==> src/rtl/ymc_ctrl.sv <==
// ymc_ctrl: multi-cycle control sequencer for the yIF/yID/yEX RISC-V datapath.
// Each instruction walks FETCH -> DECODE -> EXEC -> (MEM) -> (WB). The datapath
// controls are decoded combinationally from the current state and ins.
// Ports:
//   clk, rst_n       clock (rising edge), asynchronous active-low reset
//   start            leave IDLE and begin fetching
//   ins[31:0]        instruction word held in the datapath IR
//   zero             ALU zero flag, used by beq
//   IRWrite .. PCSel datapath control strobes and selects
//   busy, halted     sequencer status
//   illegal          sticky: an unsupported instruction was seen
//   retired          retired-instruction count, wraps modulo 2^CNT_W
module ymc_ctrl #(
  parameter int CNT_W   = 16,
  parameter int MAX_INS = 0
) (
  input  logic             clk,
  input  logic             rst_n,
  input  logic             start,
  input  logic [31:0]      ins,
  input  logic             zero,
  output logic             IRWrite,
  output logic             RegWrite,
  output logic             ALUSrc,
  output logic [2:0]       op,
  output logic             MemRead,
  output logic             MemWrite,
  output logic             Mem2Reg,
  output logic             Link,
  output logic             PCWrite,
  output logic [1:0]       PCSel,
  output logic             busy,
  output logic             halted,
  output logic             illegal,
  output logic [CNT_W-1:0] retired
);

  localparam logic [6:0] OPC_R   = 7'h33;
  localparam logic [6:0] OPC_I   = 7'h13;
  localparam logic [6:0] OPC_LW  = 7'h03;
  localparam logic [6:0] OPC_SW  = 7'h23;
  localparam logic [6:0] OPC_BEQ = 7'h63;
  localparam logic [6:0] OPC_JAL = 7'h6f;

  localparam logic [2:0] ALU_AND = 3'b000;
  localparam logic [2:0] ALU_OR  = 3'b001;
  localparam logic [2:0] ALU_ADD = 3'b010;
  localparam logic [2:0] ALU_SUB = 3'b110;
  localparam logic [2:0] ALU_SLT = 3'b111;

  typedef enum logic [2:0] {
    S_IDLE   = 3'd0,
    S_FETCH  = 3'd1,
    S_DECODE = 3'd2,
    S_EXEC   = 3'd3,
    S_MEM    = 3'd4,
    S_WB     = 3'd5,
    S_HALT   = 3'd6
  } state_t;

  // Returns {legal, op}. funct7 is only checked for R-type (use_f7=1); an
  // illegal combination reports op=add so op never leaves its default.
  function automatic logic [3:0] alu_decode(input logic [2:0] f3,
                                            input logic [6:0] f7,
                                            input logic       use_f7);
    logic       f7_zero;
    logic [3:0] res;
    f7_zero = !use_f7 || (f7 == 7'h00);
    res     = {1'b0, ALU_ADD};
    case (f3)
      3'b000: begin
        if (f7_zero) res = {1'b1, ALU_ADD};
        else if (f7 == 7'h20) res = {1'b1, ALU_SUB};
        else res = {1'b0, ALU_ADD};
      end
      3'b111: res = f7_zero ? {1'b1, ALU_AND} : {1'b0, ALU_ADD};
      3'b110: res = f7_zero ? {1'b1, ALU_OR}  : {1'b0, ALU_ADD};
      3'b010: res = f7_zero ? {1'b1, ALU_SLT} : {1'b0, ALU_ADD};
      default: res = {1'b0, ALU_ADD};
    endcase
    return res;
  endfunction

  state_t           state_q, state_d;
  logic [CNT_W-1:0] retired_q, retired_d;
  logic             illegal_q, illegal_d;
  logic             retire_s;
  logic [6:0]       opcode_s;
  logic [3:0]       alu_s;
  logic             opc_legal_s;
  logic             unused_s;

  logic       irwrite_s, regwrite_s, alusrc_s, memread_s, memwrite_s;
  logic       mem2reg_s, link_s, pcwrite_s, busy_s, halted_s;
  logic [2:0] op_s;
  logic [1:0] pcsel_s;

  assign opcode_s    = ins[6:0];
  assign alu_s       = alu_decode(ins[14:12], ins[31:25], opcode_s == OPC_R);
  assign opc_legal_s = (opcode_s == OPC_R)  || (opcode_s == OPC_I)   ||
                       (opcode_s == OPC_LW) || (opcode_s == OPC_SW)  ||
                       (opcode_s == OPC_BEQ)|| (opcode_s == OPC_JAL);
  // Register numbers and immediates belong to the datapath, not the sequencer.
  assign unused_s    = ^{ins[24:15], ins[11:7]};

  // Next-state, control decode and retirement bookkeeping.
  always_comb begin
    state_d    = state_q;
    illegal_d  = illegal_q;
    retired_d  = retired_q;
    retire_s   = 1'b0;
    irwrite_s  = 1'b0;
    regwrite_s = 1'b0;
    alusrc_s   = 1'b0;
    op_s       = ALU_ADD;
    memread_s  = 1'b0;
    memwrite_s = 1'b0;
    mem2reg_s  = 1'b0;
    link_s     = 1'b0;
    pcwrite_s  = 1'b0;
    pcsel_s    = 2'b00;
    busy_s     = 1'b1;
    halted_s   = 1'b0;

    case (state_q)
      S_IDLE: begin
        busy_s = 1'b0;
        op_s   = 3'b000;   // everything reads 0 while idle / in reset
        if (start) state_d = S_FETCH;
        else state_d = S_IDLE;
      end
      S_FETCH: begin
        irwrite_s = 1'b1;
        state_d   = S_DECODE;
      end
      S_DECODE: begin
        if (ins == 32'h0000_0000) begin
          state_d = S_HALT;
        end else if (!opc_legal_s) begin
          illegal_d = 1'b1;
          state_d   = S_HALT;
        end else begin
          state_d = S_EXEC;
        end
      end
      S_EXEC: begin
        case (opcode_s)
          OPC_R, OPC_I: begin
            alusrc_s = (opcode_s == OPC_I);
            op_s     = alu_s[2:0];
            if (alu_s[3]) begin
              state_d = S_WB;
            end else begin
              illegal_d = 1'b1;
              state_d   = S_HALT;
            end
          end
          OPC_LW, OPC_SW: begin
            alusrc_s = 1'b1;
            state_d  = S_MEM;
          end
          OPC_BEQ: begin
            op_s      = ALU_SUB;
            pcwrite_s = 1'b1;
            pcsel_s   = zero ? 2'b01 : 2'b00;
            retire_s  = 1'b1;
          end
          OPC_JAL: state_d = S_WB;
          default: begin
            illegal_d = 1'b1;
            state_d   = S_HALT;
          end
        endcase
      end
      S_MEM: begin
        alusrc_s = 1'b1;
        case (opcode_s)
          OPC_LW: begin
            memread_s = 1'b1;
            state_d   = S_WB;
          end
          OPC_SW: begin
            memwrite_s = 1'b1;
            pcwrite_s  = 1'b1;
            retire_s   = 1'b1;
          end
          default: begin
            illegal_d = 1'b1;
            state_d   = S_HALT;
          end
        endcase
      end
      S_WB: begin
        regwrite_s = 1'b1;
        pcwrite_s  = 1'b1;
        retire_s   = 1'b1;
        case (opcode_s)
          OPC_R, OPC_I: begin
            alusrc_s = (opcode_s == OPC_I);
            op_s     = alu_s[2:0];
          end
          OPC_LW:  mem2reg_s = 1'b1;
          OPC_JAL: begin
            link_s  = 1'b1;
            pcsel_s = 2'b10;
          end
          default: mem2reg_s = 1'b0;
        endcase
      end
      S_HALT: begin
        busy_s   = 1'b0;
        halted_s = 1'b1;
        op_s     = 3'b000;
        state_d  = S_HALT;
      end
      default: begin
        busy_s  = 1'b0;
        op_s    = 3'b000;
        state_d = S_IDLE;
      end
    endcase

    // The final-state cycle of every instruction retires it; the budget
    // check uses the post-increment count.
    if (retire_s) begin
      retired_d = retired_q + {{(CNT_W-1){1'b0}}, 1'b1};
      if ((MAX_INS != 0) && (retired_d == CNT_W'(MAX_INS))) state_d = S_HALT;
      else state_d = S_FETCH;
    end else begin
      retired_d = retired_q;
    end
  end

  // State, sticky illegal flag and retired counter.
  always_ff @(posedge clk or negedge rst_n) begin
    if (!rst_n) begin
      state_q   <= S_IDLE;
      illegal_q <= 1'b0;
      retired_q <= '0;
    end else begin
      state_q   <= state_d;
      illegal_q <= illegal_d;
      retired_q <= retired_d;
    end
  end

  assign IRWrite  = irwrite_s;
  assign RegWrite = regwrite_s;
  assign ALUSrc   = alusrc_s;
  assign op       = op_s;
  assign MemRead  = memread_s;
  assign MemWrite = memwrite_s;
  assign Mem2Reg  = mem2reg_s;
  assign Link     = link_s;
  assign PCWrite  = pcwrite_s;
  assign PCSel    = pcsel_s;
  assign busy     = busy_s;
  assign halted   = halted_s;
  assign illegal  = illegal_q;
  assign retired  = retired_q;

endmodule
==> config.mk <==
export PLATFORM = sky130hd
export DESIGN_NAME = ymc_ctrl
export DESIGN_NICKNAME = d
export VERILOG_FILES = /design/src/rtl/ymc_ctrl.sv
export SDC_FILE = /design/constraint.sdc
export NUM_CORES = 1
export LEC_CHECK = 0
export ABC_CLOCK_PERIOD_IN_PS = 5800
export CAP_MARGIN = 5
export CORE_AREA = 8 8 66 68
export CTS_BUF_LIST = sky130_fd_sc_hd__clkbuf_2 sky130_fd_sc_hd__clkbuf_4 sky130_fd_sc_hd__clkbuf_8
export CTS_CLUSTER_DIAMETER = 80
export DETAILED_ROUTE_END_ITERATION = 16
export DIE_AREA = 0 0 74 76
export GPL_ROUTABILITY_DRIVEN = 0
export PLACE_DENSITY_LB_ADDON = 0.12
export SYNTH_ARGS = -nofsm -noshare
export SYNTH_HDL_FRONTEND = slang
export SYNTH_SLANG_ARGS = --single-unit
==> constraint.sdc <==
create_clock -name clk -period 5.8 [get_ports clk]
set_clock_uncertainty 0.2 [all_clocks]
set_input_delay 1.16 -clock clk [delete_from_list [all_inputs] [get_ports clk]]
set_output_delay 1.16 -clock clk [all_outputs]
set_load 0.1 [all_outputs]
Word-level counts from Yosys, hierarchy flattened
Cells that the tools add are included.
{ "totals": {"register_bits": 20, "inputBits": 36, "output_inout_bits": 32} }
{ "classes": {"addsub": 1, "n_eq_ne": 24, "muxes": 43, "reduce_logical": 19} }
{ "op_table": {"columns": ["operator", "n"], "rows": [
  ["$logic_not 32->1", 1],
  ["$eq 7x6->1 const B", 3],
  ["$pmux 3 s7", 1],
  ["$mux 1", 20],
  ["$mux 4", 5],
  ["$add 16x1->16 const B", 1],
  ["$pmux 4 s4", 1],
  ["$eq 3x3->1 const B", 5],
  ["$eq 7x7->1 const B", 2],
  ["$mux 3", 4],
  ["$pmux 3 s2", 2],
  ["$pmux 3 s4", 1],
  ["$ne 2x2->1 const B", 5],
  ["$eq 3x2->1 const B", 3],
  ["$ne 3x3->1 const B", 3],
  ["$pmux 1 s3", 3],
  ["$pmux 3 s3", 1],
  ["$eq 7x2->1 const B", 1],
  ["$eq 7x5->1 const B", 1],
  ["$logic_not 7->1", 1],
  ["$logic_not 3->1", 2],
  ["$logic_or 1x1->1", 6],
  ["$reduce_and 6->1", 1],
  ["$reduce_or 5->1", 1],
  ["other kinds (10)", 13]
]} }

Logic depth before layout (Yosys ltp)
{ "depth": {"depth_word": 10, "ltp_mapped": 6} }

Least setup slack after synthesis
No wires, ideal clock.
{ "synth_timing": {"kind": "input -> output", "startpoint": "input port ins[3]", "endpoint": "output port MemRead", "arrival_ns": 3.963, "required_ns": 4.440, "slack_ns": 0.477, "cell_stages": 4, "cell_sequence": "or3_4 nor3_2 nand2_1 nor3_1"} }
{ "synth_via": {"elab_chain_cells": 3} }
{ "synth_rtl": {"columns": ["item", "line_no", "text"], "rows": [
  ["start: declaration", "20", "input logic [31:0] ins,"],
  ["$eq 7x2->1", "177", "case (opcode_s)"],
  ["$mux 1", "177", null],
  ["$mux 1", "125", "case (state_q)"],
  ["end: declaration", "26", "output logic MemRead,"]
]} }
Every way passes these cells.

Final worst setup path
{ "layout_timing": {"startpoint": "input port ins[3]", "endpoint": "output port op[2]"} }
{ "layout_via": {"elab_chain_cells": 7, "elab_cells_between_ends": 12, "classes_between": "eq/ne (3); mux (6); reduce/logical (3)"} }
{ "layout_rtl": {"columns": ["item", "line_no", "text"], "rows": [
  ["$eq 7x6->1", "99, 147, 197", null],
  ["$logic_not 1->1", "68", "f7_zero = !use_f7 || (f7 == 7'h00);"],
  ["$logic_or 1x1->1", "68", null],
  ["$mux 4 (on tied branches)", "78, 72", null],
  ["$pmux 4 s4", "70", "case (f3)"],
  ["$pmux 3 s2 / $mux 3 (equally long branches)", "147, 197", null],
  ["$pmux 3 s3 (*)", "125", null],
  ["end: declaration", "25", "output logic [2:0] op,"]
]} }
Mark *: on every way between the ends. The rest lies on a longest branch, timed or not.

==> metrics <==
Initial DRC Count 95; reg2reg path depth 5; normalized max-slew margin between 30% and 40%; number of post-CTS setup repair buffers 0; antenna fix cells 0; Slew Limit Fails 0; placed cell count roughly 270; I/O pin count between 60 and 70; Syn Area/Cell 8.93 um2; syn_nets 195; Worst Min Path Start retired[15]; Mapped Cells between 150 and 200; Async SR Flop Fraction between 90% and 100%; peak supply drop roughly 130 uV; antenna violations before repair 0; Pwr Density between 150 and 200 nW/um2; first-pass GRT wire length ~7000 um; Die Span Y approximately 76 um; Vias per Instance roughly 5.4; core area 3440 um2; fin crit period between 4 and 5 ns; critical-path cell list clkdlybuf4s50_1 -> or3_4 -> or3_1 -> o21a_1 -> o31ai_2 -> buf_4; Area Overhead vs Synth 52.2%; die area approximately 5600 um2; Final Instance Count excl. Fillers around 270; critical path class input port to primary output; final period utilization between 70% and 80%; CP Capture Type primary output; CTS root buf clkbuf_4; ys flop type dfrtp_1; crit path buf inv count 2; type of the most critical hold path flip-flop to flip-flop; sequential share of the synthesized area approximately 35%; Hold WS between 0.2 and 0.3 ns; Syn Std Cell Area ~1400 um2; CTS buffer count 3; cell row count 22; clk_lat worst skew just over 0.3 ns; share of layout cells above drive strength 1 12.9%; CTS clk-pin slew, worst paths 0.11 ns; cts repair resizes 0; fill count roughly 300; Max Clk Rate about 0.22 GHz; aggregate global routing overflow 0; CTS hold repair buffers 0; drt first pass iters 4; CP max stage cell clkdlybuf4s50_1; CTS tree yes; Yosys reg bits 20; largest net degree at the start of global routing 24; via count between 1k and 1.5k; total wire length 4330 um; Syn. warnings 0; nets around 260; Final HPWL DP between 3000 and 4000 um; Longest Clk Path Bufs 2; Hold Path Cell Cnt 1; Worst Tran Pin Value around 1.0 ns; status finished, final reports clean; Synth top area share between 30 and 40%; Seq. cell area roughly 500 um2; vias in the first global route about 1.5k; CTS H-Tree Depth 1; Distinct cells, synth 52; IO Port Bufs 67; max_cap viols 0; register-to-register setup slack ~3.5 ns; area leader, netlist dfrtp_1; CP max FO 5; main area contributors after synthesis dfrtp_1 (35%), xnor2_1 (5.6%), nand2_1 (4.5%); final hold viol count 0; die width ~74 um; reg2reg start state_q[2]; clock sink total 20; Hold Crit Endpoint retired[15]; leakage around 0.87 nW; Critical Path Source Type input port; RSZ-0062 raised after global routing no; DRC 0; Multi-input gate area between 800 and 900 um2; Post-synth EDFFs 0; RR Endpoint retired[15]; critical path data arrival time roughly 3.2 ns; TNS Setup 0 ns; post-route antenna net violation count 0; Worst EP required around 4.4 ns; GRT Util Overall between 10% and 20%; Starting Density roughly 41%; CP peak stage delay 0.49 ns; Routed WL per cell between 15 and 20 um; Worst path top cell family by delay simple AND/OR/NAND/NOR gates; CP startpoint ins[3]; Setup-failing EPs final 0
[per-layer routing]
layer,GRT usage (%),up-vias,wire length [um]
met5,0,-,0
met1,17.5,711,1690
met3,4.74,2,319
li1,-,727,-
met4,2.60,0,13
met2,25.9,40,2300
[cell families after synthesis]
kind of cell	after synthesis	synth area share [%]
flops	20	35.5
fa+ha+maj	1	0.886
compound gates	32	17.5
xor+xnor	15	9.31
buf+inv	8	2.39
simple gates	81	33.7
mux	1	0.798
[how the worst max path moves through the flow]
stage                   end  depth (start not counted)
finish                op[2]                          6
global route          op[2]                          6
CTS                   op[2]                          6
detailed placement    op[2]                          6
global placement      op[2]                          6
floorplan           MemRead                          4
[power breakdown]
group,leakage (nW),switching (mW),internal [mW]
sequential,0.264,0.00916,0.142
combinational,0.580,0.0783,0.0425
clock,0.0279,0.0448,0.0699
[Yosys cell counts, types with 3 or more instances]
| master | count |
|---|---|
| dfrtp_1 | 20 |
| nand2_1 | 17 |
| nor2_1 | 11 |
| nor3_1 | 9 |
| xnor2_1 | 9 |
| nand4_1 | 8 |
| xor2_1 | 6 |
| nand3_1 | 5 |
| nor4_1 | 5 |
| o21ai_0 | 5 |
| a21oi_1 | 4 |
| and3_1 | 4 |
| inv_1 | 4 |
| and2_1 | 3 |
| nand2b_1 | 3 |
[placed cells by master (no fill, tap or decap), types with 3 or more instances in the layout]
cell / count
dfrtp_1: 20
nand2b_1: 3
nand3_1: 5
nor4_1: 5
nand2_1: 17
clkdlybuf4s50_1: 56
nor2_1: 11
and2_1: 3
xor2_1: 6
xnor2_1: 9
nor3_1: 9
a21oi_1: 4
nand4_1: 8
buf_4: 11
clkbuf_4: 3
inv_1: 4
and3_1: 4
o21ai_0: 5
[flip-flops by register name, summed over array words and instances, names as in the netlist]
name and flops:
state_q 3, retired 16, illegal 1
[area by class of cell]
class	instances	area share, %
repair buffers	67	29.9
inverters	4	0.699
clock buffers	3	1.05
flip-flops and latches	20	23.3
clock inverters	1	1.40
multi-input cells	130	40.8
well taps	48	2.80
[stage by stage]
step	power, mW	area, um2	utilization, %	worst slack, ns
final	0.386	2150	62.4	1.22
after global routing	0.406	2150	62.4	1.13
after CTS	0.389	2150	62.4	1.21
after detailed placement	0.274	2100	60.9	1.22
after global placement	0.272	2100	60.9	1.26
after floorplan	0.225	1410	-	0.477
No activity file was read; power rests on OpenSTA's default activity.
